==> config.mk <==
export PLATFORM = sky130hd
export DESIGN_NAME = ram_pack_writer
export DESIGN_NICKNAME = d
export VERILOG_FILES = /design/src/rtl/ram_pack_pkg.sv /design/src/rtl/ram_pack_writer_chunk_packer.sv /design/src/rtl/ram_pack_writer.sv
export SDC_FILE = /design/constraint.sdc
export NUM_CORES = 1
export LEC_CHECK = 0
export BUFFER_PORTS_ARGS = -buffer_cell sky130_fd_sc_hd__buf_2
export CAP_MARGIN = 20
export CORE_AREA = 2 2 69 71
export CTS_CLUSTER_SIZE = 14
export DETAILED_ROUTE_END_ITERATION = 7
export DIE_AREA = 0 0 71 73
export PLACE_DENSITY = 0.69
export SKIP_CTS_REPAIR_TIMING = 1
export SYNTH_ARGS = -nofsm -noshare
export SYNTH_HDL_FRONTEND = slang
export SYNTH_SLANG_ARGS = --single-unit
==> constraint.sdc <==
create_clock -name clk -period 1.5 [get_ports clk]
set_input_delay 0.075 -clock clk [delete_from_list [all_inputs] [get_ports clk]]
set_output_delay 0.075 -clock clk [all_outputs]
set_load 0.05 [all_outputs]
==> src/rtl/ram_pack_pkg.sv <==
// Shared types and width helpers for the packed-chunk RAM writer.
package ram_pack_pkg;

  typedef enum logic [1:0] {
    IDLE   = 2'd0,
    ACTIVE = 2'd1,
    FULL   = 2'd2
  } state_t;

  function automatic int word_width(input int chunk_w, input int chunks);
    return chunk_w * chunks;
  endfunction

  function automatic int count_width(input int depth);
    return $clog2(depth + 1);
  endfunction

endpackage

==> src/rtl/ram_pack_writer_chunk_packer.sv <==
// Assembles incoming chunks into one RAM word; flags the cycle in which a word completes.
module chunk_packer
  import ram_pack_pkg::*;
#(
  parameter int CHUNK_W         = 4,
  parameter int CHUNKS_PER_WORD = 2,
  parameter int MSB_FIRST       = 1,
  parameter int WORD_W          = word_width(CHUNK_W, CHUNKS_PER_WORD)
) (
  input  logic               clk,
  input  logic               reset,
  input  logic               clear,
  input  logic               accept,
  input  logic               flush_req,
  input  logic [CHUNK_W-1:0] data,
  output logic               word_done,
  output logic [WORD_W-1:0]  word
);

  localparam int SLOT_W = $clog2(CHUNKS_PER_WORD);
  localparam logic [SLOT_W-1:0] LAST_SLOT = SLOT_W'(CHUNKS_PER_WORD - 1);

  logic [SLOT_W-1:0] slot;
  logic [WORD_W-1:0] partial;
  logic [WORD_W-1:0] merged;

  // merged already contains the current chunk, so a flush alongside en includes it
  always_comb begin
    merged = partial;
    if (accept) begin
      for (int i = 0; i < CHUNKS_PER_WORD; i++) begin
        if (slot == SLOT_W'(i))
          merged[(MSB_FIRST != 0 ? WORD_W - CHUNK_W*(i+1) : CHUNK_W*i) +: CHUNK_W] = data;
      end
    end
  end

  assign word_done = (accept && slot == LAST_SLOT) ||
                     (flush_req && (accept || slot != '0));
  assign word = merged;

  always_ff @(posedge clk) begin
    if (reset || clear || word_done) begin
      slot    <= '0;
      partial <= '0;
    end else if (accept) begin
      slot    <= slot + 1'b1;
      partial <= merged;
    end
  end

endmodule

==> src/rtl/ram_pack_writer.sv <==
// Packs chunk stream into RAM words with auto-incrementing address, stop/wrap modes and status.
//   state  | meaning
//   IDLE   | not armed; chunks dropped and flagged as overflow
//   ACTIVE | packing chunks and issuing writes
//   FULL   | stop mode, DEPTH words written; chunks dropped and flagged
module ram_pack_writer
  import ram_pack_pkg::*;
#(
  parameter  int CHUNK_W         = 4,
  parameter  int CHUNKS_PER_WORD = 2,
  parameter  int DEPTH           = 32,
  parameter  int ADDR_W          = 5,
  parameter  int MSB_FIRST       = 1,
  localparam int WORD_W          = word_width(CHUNK_W, CHUNKS_PER_WORD),
  localparam int CNT_W           = count_width(DEPTH)
) (
  input  logic               clk,
  input  logic               reset,
  input  logic               start,
  input  logic               wrap_mode,
  input  logic               en,
  input  logic [CHUNK_W-1:0] data,
  input  logic               flush,
  output logic [ADDR_W-1:0]  waddr,
  output logic [WORD_W-1:0]  din,
  output logic               we,
  output logic               full,
  output logic               overflow,
  output logic [CNT_W-1:0]   count
);

  localparam logic [ADDR_W-1:0] LAST_ADDR = ADDR_W'(DEPTH - 1);
  localparam logic [CNT_W-1:0]  MAX_COUNT = CNT_W'(DEPTH);

  state_t              state;
  logic [ADDR_W-1:0]   ptr;
  logic                wrap_q;
  logic                accept;
  logic                flush_req;
  logic                word_done;
  logic [WORD_W-1:0]   word;

  // start takes priority over a coincident chunk or flush
  assign accept    = (state == ACTIVE) && en && !start;
  assign flush_req = (state == ACTIVE) && flush && !start;

  chunk_packer #(
    .CHUNK_W         (CHUNK_W),
    .CHUNKS_PER_WORD (CHUNKS_PER_WORD),
    .MSB_FIRST       (MSB_FIRST),
    .WORD_W          (WORD_W)
  ) u_packer (
    .clk       (clk),
    .reset     (reset),
    .clear     (start),
    .accept    (accept),
    .flush_req (flush_req),
    .data      (data),
    .word_done (word_done),
    .word      (word)
  );

  always_ff @(posedge clk) begin
    if (reset) begin
      state    <= IDLE;
      ptr      <= '0;
      wrap_q   <= 1'b0;
      waddr    <= '0;
      din      <= '0;
      we       <= 1'b0;
      full     <= 1'b0;
      overflow <= 1'b0;
      count    <= '0;
    end else begin
      we <= 1'b0;
      if (start) begin
        state    <= ACTIVE;
        ptr      <= '0;
        count    <= '0;
        full     <= 1'b0;
        overflow <= 1'b0;
        wrap_q   <= wrap_mode;
      end else begin
        if (en && state != ACTIVE)
          overflow <= 1'b1;
        if (word_done) begin
          we    <= 1'b1;
          din   <= word;
          waddr <= ptr;
          ptr   <= (ptr == LAST_ADDR) ? '0 : ptr + 1'b1;
          if (count != MAX_COUNT)
            count <= count + 1'b1;
          if (!wrap_q && ptr == LAST_ADDR) begin
            state <= FULL;
            full  <= 1'b1;
          end
        end
      end
    end
  end

endmodule

==> metrics.txt <==
status=finished, final reports clean; fin crit share=0.962; GRT overflow=0; CTS tree=done; Mapped Cells=186; Clk pin slew, worst setup/hold paths=0.08 ns; vias in the first global route=1451; Max-Cap Viols=0; Die Width=71 um; Clock Sinks=38; fin crit period=between 1 and 1.5 ns; P_leak=roughly 0.85 nW; Pre-Repair DR Iteration Count=4; ys flop type=dfxtp_1; CTS Buf Count=5; WL met3=between 150 and 200 um; core area=0.00454 mm^2; first-pass GRT wire length=6820 um; Sw Share=0.267; Clk network pwr share=0.349; internal power=~0.0014 W; Skew-Pair Late Insertion Delay=0.29 ns; Max clock buf depth=2; startpoint types=flop; peak supply drop=0.631 mV; power per cell area=923 mW/mm^2; Yosys reg bits=38; largest net degree at the start of global routing=37; Final setup violation count=0; met2 WL=between 1500 and 2000 um; Slew Limit Fails=0; Worst Skew=0.00570 ns; sequential share of power=0.538; top layer in use=met4; fin nets=232; antenna cells=0; Post-synth ARST share=0; # IOs=32; Comb power frac=0.112; DRT antenna net count=0; Avg Cell Area, Syn=a little over 9 um^2; Max H-tree Level=2; WL final=4150 um; Starting Density=0.382; Std-Cell Rows=25; post-synth cell types=40; Crit Path Max Fanout=5; fraction of layout cells with a size suffix above 1=0.312; Hold Vio Cnt, Final=0; worst slew pin tran=~0.73 ns; Seq/Total Area, Yosys=0.439; EDFF count, synth=0; RSZ-0062 raised after global routing=no; f_max=0.693 GHz; commonest non-fill, non-tap cells in the layout=dfxtp_1, buf_2, a21oi_1, nand3_1; Met1 Wirelength=between 1500 and 2000 um; Worst Setup End Kind=flop; crit path DAT=1.63 ns; commonest non-fill, non-tap cell in the layout=dfxtp_1; drc violations=0; Post-Syn Nets=200; Util after Layout=0.460; Iteration-0 DRC Markers=80; chip height=73 um; DP HPWL=2810 um; DR vias/cell=5.57; Port-buffer cells=31; GPL Wtd Cong=0.781; synthesized area=0.00173 mm^2; die area=0.00518 mm^2; GRT Total Usage=0.167; CTS root buffer=clkbuf_8; Net Switching=0.000514 W; Vias=around 1500; Layout area overhead=20.3%; Synthesis Warnings=0; WHS=0.0127 ns; kind of critical path=reg2reg; HP Class=in2reg; Worst slew margin=0.509; initial antenna violation count=0; Worst Path Required=1.69 ns; drt wl/cell=15.3 um
-- logic make-up after synthesis --
| family | share of synthesized area |
|---|---|
| mux | 0.0289 |
| simple gates | 0.194 |
| compound gates | 0.241 |
| fa+ha+maj | 0.0354 |
| flops | 0.439 |
| buf+inv | 0.0614 |
-- critical path, stage by stage, from the launching register on --
cell and delay (ns):
dfxtp_2 0.36, ha_1 0.19, and3_1 0.22, ha_4 0.17, and3b_1 0.19, a32o_1 0.22
-- metal layers --
metal | vias to the layer above | track usage
met1 | 724 | 0.209
met3 | 7 | 0.0373
met2 | 30 | 0.281
li1 | 754 | -
met5 | - | 0
met4 | 0 | 0.0629
-- worst paths after layout --
check,start,cells past startpoint,slack [ns],to
setup / recovery,ptr[1]$_SDFFE_PP0P_,5,0.06,ptr[2]$_SDFFE_PP0P_
hold / removal,wrap_mode,3,0.01,wrap_q$_SDFFE_PP0P_
setup reg to reg,ptr[1]$_SDFFE_PP0P_,5,0.06,ptr[2]$_SDFFE_PP0P_
hold reg to reg,wrap_q$_SDFFE_PP0P_,2,0.49,wrap_q$_SDFFE_PP0P_
-- power by group through the flow --
| stage | Combinational, W | Clock [W] | Sequential, W |
|---|---|---|---|
| after floorplan | 0.000111 | 0 | 0.00109 |
| after global placement | 0.000211 | 0 | 0.00106 |
| after detailed placement | 0.000212 | 0 | 0.00106 |
| after CTS | 0.000212 | 0.000693 | 0.00103 |
| after global routing | 0.000233 | 0.000719 | 0.00104 |
| final | 0.000216 | 0.000672 | 0.00104 |
-- stage by stage --
stage               power [W]  setup slack (ns)   TNS, ns  cell area [um^2]  std cells
finish                0.00192            0.0577         0              2080        272
CTS                   0.00194          -0.00952  -0.00952              2050        272
floorplan             0.00120           0.00986         0              1730        186
detailed placement    0.00127            0.0168         0              1970        265
global route          0.00199            0.0134         0              2080        272
global placement      0.00127            0.0715         0              1970        265
-- registers in the layout, indices dropped and copies added, names as in the netlist, 2 cells and up --
register / count
u_packer.partial: 8
ptr: 5
waddr: 5
count: 6
state: 2
din: 8
-- layout make-up --
class	count	area [um^2]
clock inverters	2	10.0
inverters	6	22.5
well taps	54	67.6
fillers	445	2450
clock buffers	5	68.8
flip-flops and latches	38	766
multi-input cells	128	897
repair buffers	39	253
-- synth_stat cells (all sizes together), types with 2 or more instances --
library cell,instances,area [um^2]
nand2b,2,12.5
nand4,4,25.0
a21bo,7,70.1
nand3b,2,15.0
nor3b,2,26.3
a311oi,8,76.3
o211a,2,20.0
and4b,2,20.0
nand4bb,2,22.5
o22ai,2,12.5
o21ai,9,45.0
nand2,7,26.3
mux2i,5,50.1
and3,4,25.0
clkbuf,3,11.3
dfxtp,38,761
a21oi,27,135
nor2,7,26.3
a31o,2,17.5
nand3,17,85.1
ha,4,50.1
buf,11,72.6
inv,6,22.5
(Power assumes the default switching activity.)
